<file path="config.mk">
export PLATFORM = sky130hd
export DESIGN_NAME = load_store_unit
export DESIGN_NICKNAME = d
export VERILOG_FILES = /design/src/rtl/load_store_unit.sv
export SDC_FILE = /design/constraint.sdc
export NUM_CORES = 1
export LEC_CHECK = 0
export CORE_ASPECT_RATIO = 1.4
export CORE_MARGIN = 4
export CORE_UTILIZATION = 49
export CTS_BUF_LIST = sky130_fd_sc_hd__clkbuf_4
export CTS_CLUSTER_SIZE = 30
export DETAILED_ROUTE_END_ITERATION = 10
export PLACE_DENSITY = 0.93
export SLEW_MARGIN = 20
export SYNTH_ARGS = -nofsm -noshare
export SYNTH_HDL_FRONTEND = slang
export SYNTH_SLANG_ARGS = --single-unit
</file>
<file path="constraint.sdc">
create_clock -name clk -period 3.6 [get_ports clk]
set_clock_uncertainty 0.1 [all_clocks]
set_input_delay 0.72 -clock clk [delete_from_list [all_inputs] [get_ports clk]]
set_output_delay 0.72 -clock clk [all_outputs]
set_load 0.03 [all_outputs]
</file>
<file path="src/rtl/load_store_unit.sv">
// Memory-stage load/store unit: byte-lane steering for stores, lane extract + sign/zero extend for loads.
// Latency: store 2 cycles, load 3 cycles, fault 1 cycle minimum; +1 per grant-wait and per rvalid-wait cycle.
// Backpressure: LsuStall holds the pipeline until LsuDone; MemReq and its fields are held stable until MemGnt.
module load_store_unit #(
    parameter int DATA_WIDTH = 32,
    parameter int ADDR_WIDTH = 32
) (
    input  logic                  clk,
    input  logic                  rst_n,
    input  logic                  LsuValid,
    input  logic                  MemRead,
    input  logic                  MemWrite,
    input  logic [2:0]            Funct3,
    input  logic [ADDR_WIDTH-1:0] ALUResult,
    input  logic [DATA_WIDTH-1:0] WriteData,
    output logic                  LsuStall,
    output logic                  LsuDone,
    output logic                  LsuFault,
    output logic [DATA_WIDTH-1:0] ReadData,
    output logic                  MemReq,
    output logic                  MemWe,
    output logic [ADDR_WIDTH-1:0] MemAddr,
    output logic [3:0]            MemBE,
    output logic [DATA_WIDTH-1:0] MemWData,
    input  logic                  MemGnt,
    input  logic                  MemRValid,
    input  logic [DATA_WIDTH-1:0] MemRData
);

    typedef enum logic [2:0] {IDLE, REQ, RESP, DONE, FAULT} state_t;

    state_t                state;
    logic [ADDR_WIDTH-1:0] cap_addr;
    logic [DATA_WIDTH-1:0] cap_wdata;
    logic [2:0]            cap_f3;
    logic                  cap_we;

    logic                  access;
    logic                  new_we;
    logic                  bad_f3;
    logic                  misaligned;
    logic [3:0]            be_raw;
    logic [DATA_WIDTH-1:0] wd_raw;
    logic [DATA_WIDTH-1:0] lane;
    logic [DATA_WIDTH-1:0] load_ext;

    assign access = LsuValid && (MemRead || MemWrite);
    assign new_we = MemWrite;

    // Outputs toward memory and pipeline decode only from state and capture registers,
    // so reset drops MemReq immediately and nothing combinational leaks from inputs.
    assign MemReq   = (state == REQ);
    assign MemWe    = MemReq && cap_we;
    assign MemAddr  = {cap_addr[ADDR_WIDTH-1:2], 2'b00};
    assign MemBE    = MemReq ? be_raw : 4'b0000;
    assign MemWData = MemReq ? wd_raw : '0;
    assign LsuDone  = (state == DONE) || (state == FAULT);
    assign LsuFault = (state == FAULT);
    assign LsuStall = access && !LsuDone;

    // Legality of the incoming access: unsupported size/sign code or misaligned address.
    always_comb begin
        bad_f3     = 1'b0;
        misaligned = 1'b0;
        if (new_we) begin
            bad_f3 = (Funct3[2] == 1'b1) || (Funct3[1:0] == 2'b11);
        end else begin
            bad_f3 = (Funct3 == 3'b011) || (Funct3 == 3'b110) || (Funct3 == 3'b111);
        end
        if (Funct3[1:0] == 2'b01) begin
            misaligned = ALUResult[0];
        end else if (Funct3[1:0] == 2'b10) begin
            misaligned = (ALUResult[1:0] != 2'b00);
        end
    end

    // Byte enables and replicated write data; the lane selected by BE picks the right copy.
    always_comb begin
        be_raw = 4'b0000;
        wd_raw = '0;
        case (cap_f3[1:0])
            2'b00: begin
                be_raw = 4'b0001 << cap_addr[1:0];
                wd_raw = {4{cap_wdata[7:0]}};
            end
            2'b01: begin
                be_raw = 4'b0011 << cap_addr[1:0];
                wd_raw = {2{cap_wdata[15:0]}};
            end
            2'b10: begin
                be_raw = 4'b1111;
                wd_raw = cap_wdata;
            end
            default: begin
                be_raw = 4'b0000;
                wd_raw = '0;
            end
        endcase
    end

    // Shift the addressed lane down to bit 0, then extend according to the load type.
    always_comb begin
        lane     = MemRData >> {cap_addr[1:0], 3'b000};
        load_ext = lane;
        case (cap_f3)
            3'b000:  load_ext = {{24{lane[7]}}, lane[7:0]};
            3'b001:  load_ext = {{16{lane[15]}}, lane[15:0]};
            3'b100:  load_ext = {24'd0, lane[7:0]};
            3'b101:  load_ext = {16'd0, lane[15:0]};
            default: load_ext = lane;
        endcase
    end

    // Access sequencer: capture in IDLE, hold request until grant, wait for read data, pulse done.
    always_ff @(posedge clk or negedge rst_n) begin
        if (!rst_n) begin
            state     <= IDLE;
            cap_addr  <= '0;
            cap_wdata <= '0;
            cap_f3    <= 3'b000;
            cap_we    <= 1'b0;
            ReadData  <= '0;
        end else begin
            case (state)
                IDLE: begin
                    if (access) begin
                        cap_addr  <= ALUResult;
                        cap_wdata <= WriteData;
                        cap_f3    <= Funct3;
                        cap_we    <= new_we;
                        state     <= (bad_f3 || misaligned) ? FAULT : REQ;
                    end
                end
                REQ: begin
                    if (MemGnt) begin
                        state <= cap_we ? DONE : RESP;
                    end
                end
                RESP: begin
                    if (MemRValid) begin
                        ReadData <= load_ext;
                        state    <= DONE;
                    end
                end
                DONE:    state <= IDLE;
                FAULT:   state <= IDLE;
                default: state <= IDLE;
            endcase
        end
    end

endmodule

</file>
Word-level counts from Yosys, hierarchy flattened
Cells that the tools add are included.

word-level totals
  register bits = 103
  latch bits = 0
  RAM bits = 0
  bits in read-only memories = 0
  input bits = 106
  output and inout bits = 105
  logic and storage cells = 58
  memories = 0

operators by class
  add/subtract/negate cells = 0
  multiply operators = 0
  div/mod/pow operators = 0
  magnitude comparators = 0
  eq/ne operators = 18
  shift operators = 3
  mux-type cells = 14
  bitwise logic cells = 0
  reductions and logical operators = 17

operator list
  kind                                                 number
  one-hot mux 32 bit (4 select lines)                  1
  one-hot mux 32 bit (3 select lines)                  1
  two-way mux 32 bit                                   1
  right shift 32 x 5 -> 32 bit                         1
  equality test 3 bit, second input constant           5
  two-way mux 3 bit                                    4
  one-hot mux 4 bit (3 select lines)                   1
  equality test 3 x 2 -> 1 bit, second input constant  3
  one-hot mux 3 bit (3 select lines)                   1
  equality test 2 bit, second input constant           3
  equality test 3 x 1 -> 1 bit, second input constant  2
  logical NOT 3 bit                                    2
  logical OR 1 bit                                     6
  equality test 2 x 1 -> 1 bit, second input constant  2
  two-way mux 1 bit                                    4
  two-way mux 4 bit                                    1
  != test 2 bit, second input constant                 2
  AND reduction 2 bit                                  2
  << shifter 1 x 2 -> 4 bit, first input constant      1
  << shifter 2 x 2 -> 4 bit, first input constant      1
  logical AND 1 bit                                    3
  AND reduction 3 bit                                  1
  logical NOT 2 bit                                    1
  != test 2 x 1 -> 1 bit, second input constant        1
  2 further kinds                                      2

Longest topological paths before layout
Gate-level depths: netlist (run 1).

  depth in word-level cells = 8
  depth in mapped cells = 7
  mapped depth without buffers = 5

Worst setup path before layout (run 1)
No wires, ideal clock.

  path type = register -> output
  start point = register state[1]
  end point = output port MemBE[2]
  data arrival time = 2.037 ns
  data required time = 2.780 ns
  path slack = 0.743 ns
  cell stages (with the launch flop) = 8
  cells stage by stage = dfrtp_1 > and2b_1 > nand2b_1 > buf_2 > inv_1 > o21ai_0 > clkbuf_1 > a21oi_1

between the ends
  word-level cells in the longest chain between the ends = 2

ends and longest elaborated chain
  item                          line  text
  from (decl)                   32    state_t state;
  from (signal assigned)        131   state <= (bad_f3 || misaligned) ? FAULT : REQ;
  from (signal assigned)        136   state <= cap_we ? DONE : RESP;
  equality test 3 x 1 -> 1 bit  52    assign MemReq = (state == REQ);
  via MemReq                    20    output logic MemReq,
  two-way mux 4 bit             55    assign MemBE = MemReq ? be_raw : 4'b0000;
  to (decl)                     23    output logic [3:0] MemBE,

The timed path passes the listed nets, and every way through them passes these cells.

Worst setup path after layout (run 1)
  start point = register state[1]
  end point = output port MemWData[3]

between the ends
  word-level cells in the longest chain between the ends = 2

ends and longest elaborated chain
  item                          line  text
  equality test 3 x 1 -> 1 bit  52
  two-way mux 32 bit            56    assign MemWData = MemReq ? wd_raw : '0;
  to (decl)                     24    output logic [DATA_WIDTH-1:0] MemWData,

Every way passes these cells.

==> impl_metrics.env, run 1 <==
export IMPL_status="completed"
export IMPL_cts_hold_buffers=0
export IMPL_post_cts_buffers=0
export IMPL_grt_ovfl_total=0
export IMPL_layout_drive_gt1_share=0.191
export IMPL_synth_top_family_by_area="multiplexers"
export IMPL_die_area_mm2=0.0125
export IMPL_dp_hpwl_um=11900
export IMPL_synth_compound_area_frac=0.109
export IMPL_synthMuxAreaShare=0.204
export IMPL_synthesis_area_mm2=0.00527
export IMPL_cts_resized=1
export IMPL_cts_buffers=9
export IMPL_dr_pass1_iters=5
export IMPL_cts_num_sinks=103
export IMPL_die_x_um=95.6
export IMPL_irDropWorstVdd_mv=0.450
export IMPL_core_area_mm2=0.0105
export IMPL_drv_slew=0
export IMPL_crit_type="flop to output port"
export IMPL_pre_cts_ws_ns=0.408
export IMPL_multiInputGateArea_mm2=0.00233
export IMPL_gp_congestion=0.839
export IMPL_synthXorXnorAreaFrac=0.00166
export IMPL_yosys_area_share_simple=0.121
export IMPL_synth_main_ff_cell="dfrtp_1"
export IMPL_cp_start_kind="flop"
export IMPL_required_ns=2.78
export IMPL_hold_violations=0
export IMPL_tightestPinTransition_ns=0.685
export IMPL_drt_iter0_drc=197
export IMPL_finalCritPeriodShare=0.951
export IMPL_via_per_inst=5.54
export IMPL_synth_distinct_cells=39
export IMPL_min_path_type="primary input to async pin"
export IMPL_max_freq_ghz=0.292
export IMPL_relSlewSlack=0.543
export IMPL_wl_per_cell_um=19.2
export IMPL_rows=44
export IMPL_antenna_found_initial=1
export IMPL_seq_area_mm2=0.00258
export IMPL_power_total_mw=6.76
export IMPL_rsz0062_at_grt="no"
export IMPL_final_common_cell="clkdlybuf4s50_1"
export IMPL_cts_root_buf="clkbuf_4"
export IMPL_grt_pass1_wl_um=24100
export IMPL_initial_core_util=0.504
export IMPL_synth_avg_cell_area_um2=10.6
export IMPL_clockBufferDepth=2
export IMPL_synth_edf_count=0
export IMPL_ios=211
export IMPL_ys_ff_latch=103
export IMPL_portBuffers=208
export IMPL_clock_latency_ns=0.45
export IMPL_drtAntennaViolNets=0
export IMPL_end_kind="output port"
export IMPL_critPathMaxFanout=8
export IMPL_synthCells=498
export IMPL_synth_seq_area_share=0.489
export IMPL_syn_to_final_growth_pct=40.3
export IMPL_path_clk_slew_ns=0.16
export IMPL_cts_tree="built"
export IMPL_fp_dieH_um=131
export IMPL_period_needed_ns=3.42
export IMPL_grtUsageTotal=0.252
export IMPL_layout_common_cells="clkdlybuf4s50_1, dfrtp_1, mux2_2"
export IMPL_fill_cells=783
export IMPL_wirelength_um=15600
export IMPL_setup_viol=0
export IMPL_finalSetupTns_ns=0
export IMPL_drcViolationCount=0
export IMPL_num_nets_final=775
export IMPL_yosys_area_share_adder=0
export IMPL_setup_ws_ns=0.177
export IMPL_synth_yosys_warnings=0
export IMPL_maxCapViolCount=0
export IMPL_power_per_cell_area_mw_per_mm2=915
export IMPL_grt_max_degree=51
export IMPL_grt_pass1_vias=4732
export IMPL_via_count=4506
export IMPL_power_leakage_nw=3.29
export IMPL_async_reset_ff_frac=1.00
export IMPL_arrival_ns=2.60
export IMPL_htreeDepth=3
worst max-delay path: stages, from the launching register on:
cell and delay [ns]:
dfrtp_1 0.51, and2b_1 0.30, nand2b_1 0.14, a21oi_2 0.32
and2_1 0.21, clkdlybuf4s50_1 0.68
synth_stat cells (2+ instances only):
cell      number  area, um^2
and2_1        17         106
nand3_1       14        70.1
buf_4         32         240
a221o_1        9        90.1
dfrtp_1      103        2580
buf_1          4        15.0
mux2_2        74         833
a21oi_1       38         190
o21ai_0       22         110
o21bai_1       2        15.0
buf_2         11        55.1
nor2_1        56         210
nor3b_1        2        15.0
mux2i_1       24         240
a22oi_1       10        75.1
inv_1          5        18.8
nand2_1       40         150
clkbuf_1      14        52.6
routing by layer:
layer / routed length, um / track usage
met1: 5600 / 0.285
met3: 975 / 0.0435
met4: 558 / 0.116
met5: 0 / 0
met2: 8470 / 0.455
power by group:
group | leakage, nW | switching, mW | internal, mW
logic | 1.97 | 2.24 | 1.77
registers | 1.25 | 0.439 | 1.71
clock network | 0.0742 | 0.386 | 0.218
total | 3.29 | 3.07 | 3.69
flip-flops by register name (all words and copies together) (netlist names):
signal and cells:
cap_we 1, ReadData 32, cap_f3 3, cap_addr 32, cap_wdata 32, state 3
cells by family after synthesis:
group                  count (synthesis)
buffers and inverters                 67
flip-flops                           103
AO/OA/AOI/OAI                         89
other                                  1
AND/OR/NAND/NOR                      139
XOR/XNOR                               1
multiplexers                          98
worst paths after layout:
kind	start	end	slack, ns	cells after the start
min in group clk	ReadData[5]$_DFFE_PN0P_	ReadData[5]$_DFFE_PN0P_	0.40	2
setup / recovery	state[1]$_DFFE_PN0P_	MemWData[3]	0.18	5
setup reg to reg	cap_addr[1]$_DFFE_PN0P_	ReadData[15]$_DFFE_PN0P_	1.35	5
max in group asynchronous	rst_n	cap_wdata[23]$_DFFE_PN0P_	2.27	2
hold / removal	rst_n	cap_addr[11]$_DFFE_PN0P_	0.15	1
hold reg to reg	ReadData[5]$_DFFE_PN0P_	ReadData[5]$_DFFE_PN0P_	0.40	2
layout make-up:
type | instances | area share
Antenna cell | 1 | 0.000339
Clock buffer | 10 | 0.0102
Clock inverter | 6 | 0.00813
Inverter | 5 | 0.00254
Multi-Input combinational cell | 329 | 0.315
Sequential cell | 103 | 0.349
Tap cell | 138 | 0.0234
Timing Repair Buffer | 221 | 0.292
per-stage QoR:
step | hold slack (ns) | util | cell area (um^2) | instances
2_1_floorplan | 0.324 | - | 5270 | 499
3_3_place_gp | 0.364 | 0.690 | 7220 | 796
3_5_place_dp | 0.374 | 0.690 | 7220 | 796
4_1_cts | 0.160 | 0.703 | 7350 | 812
5_1_grt | 0.162 | 0.706 | 7390 | 813
6_report | 0.149 | 0.706 | 7390 | 813
Power figures use the tool's default switching activity.
==> inputs of run 2 (changes only) <==
HOLD_SLACK_MARGIN = 0.12   (was not set)
==> results of run 2 <==
No change in the layout: final DEF, timing and power equal those of run 1.
==> inputs of run 3 (changes only) <==
ABC_AREA = 1   (was not set)
CORE_MARGIN = not set   (was 4)
CORE_UTILIZATION = 50   (was 49)
CTS_CLUSTER_DIAMETER = 80   (was not set)
==> run 3 against run 2 <==
  * Sequential share of layout area fell by 1.7 points
  * Synthesized cell count is 61% higher
  * Power decreased by 0.43%
  * Flip-flop and latch count unchanged
  * Count of clock-buffer cells in the layout shrank 1
  * Utilization up 0.41 points
  * Critical path depth rose by 1
  * Area after synthesis is 7.5% higher
  * Highest routed layer unchanged
==> impl_metrics.env, run 3 <==
export IMPL_clock_latency_ns=0.45
export IMPL_final_common_cell="nand2_1"
export IMPL_grtUsageTotal=0.268
export IMPL_cts_buffers=9
export IMPL_synth_seq_area_share=0.455
export IMPL_setup_viol=0
export IMPL_required_ns=2.78
export IMPL_grt_max_degree=67
export IMPL_r2r_slack_ns=1.57
export IMPL_synthTopCellsByArea="dfrtp_1, nand2_1, inv_1"
export IMPL_critPathMaxFanout=20
export IMPL_portBuffers=208
export IMPL_die_x_um=91.9
export IMPL_gp_congestion=0.927
export IMPL_clockBufferDepth=2
export IMPL_worst_r2r_endpoint="ReadData[25]$_DFFE_PN0P_"
export IMPL_hold_ws_ns=0.108
export IMPL_drt_iter0_drc=302
export IMPL_synth_top_area_frac=0.455
export IMPL_tightestPinTransition_ns=0.829
export IMPL_fp_dieH_um=128
export IMPL_cts_tree="built"
export IMPL_min_path_type="primary input to async pin"
export IMPL_relSlewSlack=0.446
export IMPL_yosys_area_top_type="dfrtp_1"
export IMPL_r2r_start="cap_addr[0]$_DFFE_PN0P_"
export IMPL_htreeDepth=3
export IMPL_initial_core_util=0.518
export IMPL_maxCapViolCount=0
export IMPL_wl_per_cell_um=13.9
export IMPL_ys_ff_latch=103
export IMPL_period_needed_ns=3.49
export IMPL_layout_common_cells="nand2_1, clkdlybuf4s50_1, inv_1"
export IMPL_place_area_mm2=0.00759
export IMPL_power_total_mw=6.73
export IMPL_drv_slew=0
export IMPL_synth_edf_count=0
export IMPL_synthesis_area_mm2=0.00566
export IMPL_antenna_found_initial=1
export IMPL_core_area_mm2=0.0109
export IMPL_reg2reg_depth=8
export IMPL_cts_num_sinks=103
export IMPL_via_per_inst=4.99
export IMPL_grt_ovfl_total=0
export IMPL_synth_yosys_warnings=0
export IMPL_dp_hpwl_um=11800
export IMPL_synth_main_ff_cell="dfrtp_1"
export IMPL_max_freq_ghz=0.287
export IMPL_drtAntennaViolNets=0
export IMPL_grt_pass1_wl_um=24600
export IMPL_ios=211
export IMPL_synth_avg_cell_area_um2=7.06
export IMPL_die_area_mm2=0.0118
export IMPL_finalSetupTns_ns=0
export IMPL_biggestRegsByFlops="ReadData: 32 flops, cap_addr: 32 flops, cap_wdata: 32 flops"
export IMPL_grt_pass1_vias=5183
export IMPL_cts_root_buf="clkbuf_4"
export IMPL_arrival_ns=2.67
export IMPL_async_reset_ff_frac=1.00
export IMPL_wirelength_um=15500
export IMPL_end_kind="output port"
export IMPL_synth_most_common_cell="nand2_1"
export IMPL_stdcell_count=1113
export IMPL_synth_distinct_cells=27
export IMPL_rows=45
export IMPL_irDropWorstVdd_mv=0.485
export IMPL_drcViolationCount=0
export IMPL_power_per_cell_area_mw_per_mm2=867
export IMPL_finalCritPeriodShare=0.968
export IMPL_num_nets_final=1072
export IMPL_rsz0062_at_grt="yes"
export IMPL_hold_violations=0
export IMPL_via_count=5550
export IMPL_dr_pass1_iters=5
export IMPL_cp_start_kind="flop"
export IMPL_stdcell_area_mm2=0.00776
export IMPL_status="completed"
export IMPL_power_leakage_nw=3.94
export IMPL_layout_drive_gt1_share=0.0669
export IMPL_syn_to_final_growth_pct=37.1
export IMPL_path_clk_slew_ns=0.16
export IMPL_dp_cells=1094
export IMPL_yosys_top_cells_count="nand2_1, inv_1, dfrtp_1"
export IMPL_cts_hold_buffers=0
export IMPL_fill_cells=916
export IMPL_crit_type="flop to output port"
export IMPL_synthCells=802
[run 3: routing by layer]
metal,up-vias,global-route usage,part of all wire
li1,2742,-,-
met3,51,0.0498,0.075
met1,2504,0.310,0.37
met4,0,0.152,0.048
met2,253,0.466,0.51
met5,-,0,0
[run 3: worst max-delay path: stages, from the launching register on]
cell             delay (ns)
dfrtp_1                0.49
nor3_2                 0.38
nand2_2                0.34
inv_2                  0.22
nand2_1                0.07
inv_1                  0.05
clkdlybuf4s50_1        0.67
[run 3: worst max-delay path by stage]
stage	startpoint	end	slack (ns)	depth (start not counted)
after CTS	state[1]$_DFFE_PN0P_	MemWData[26]	0.10	6
after detailed placement	state[1]$_DFFE_PN0P_	MemWData[26]	0.43	6
final	state[1]$_DFFE_PN0P_	MemWData[26]	0.11	6
after global placement	MemWrite	LsuStall	0.53	4
after floorplan	state[1]$_DFFE_PN0P_	MemWData[16]	0.83	3
after global routing	state[1]$_DFFE_PN0P_	MemWData[28]	-0.07	6
[run 3: report_power, final]
| group | switching [mW] | internal (mW) | total [mW] |
|---|---|---|---|
| sequential | 0.387 | 1.71 | 2.10 |
| combinational | 2.47 | 1.53 | 4.00 |
| clock | 0.410 | 0.222 | 0.632 |
| total | 3.26 | 3.47 | 6.73 |
[run 3: layout make-up]
class	instances	area, um^2	area share
diodes	1	2.50	0.000322
clock buffers	9	67.6	0.00871
clock inverters	7	80.1	0.0103
inverters	122	462	0.0595
multi-input cells	508	2210	0.284
flip-flops and latches	103	2580	0.332
well taps	141	176	0.0227
repair buffers	222	2190	0.282
[run 3: cells by family (layout without fill, tap and decap cells)]
kind of cell,count (synthesis),in the layout,synth area share
compound gates,100,100,0.0886
buf+inv,192,360,0.157
flops,103,103,0.455
other cells,1,3,0.000662
simple gates,406,406,0.299
[run 3: per-stage QoR]
step / setup slack, ns / util
after floorplan: 0.830 / -
after global placement: 0.532 / 0.695
after detailed placement: 0.433 / 0.695
after CTS: 0.104 / 0.709
after global routing: -0.0737 / 0.711
final: 0.115 / 0.711
[run 3: timing repair]
| action | in CTS | in global routing |
|---|---|---|
| pin swaps | 0 | 0 |
| setup buffers | 0 | 2 |
| gates resized for setup | 1 | 1 |
| endpoints found under the setup margin | 15 | 12 |
| cloned | 0 | 0 |
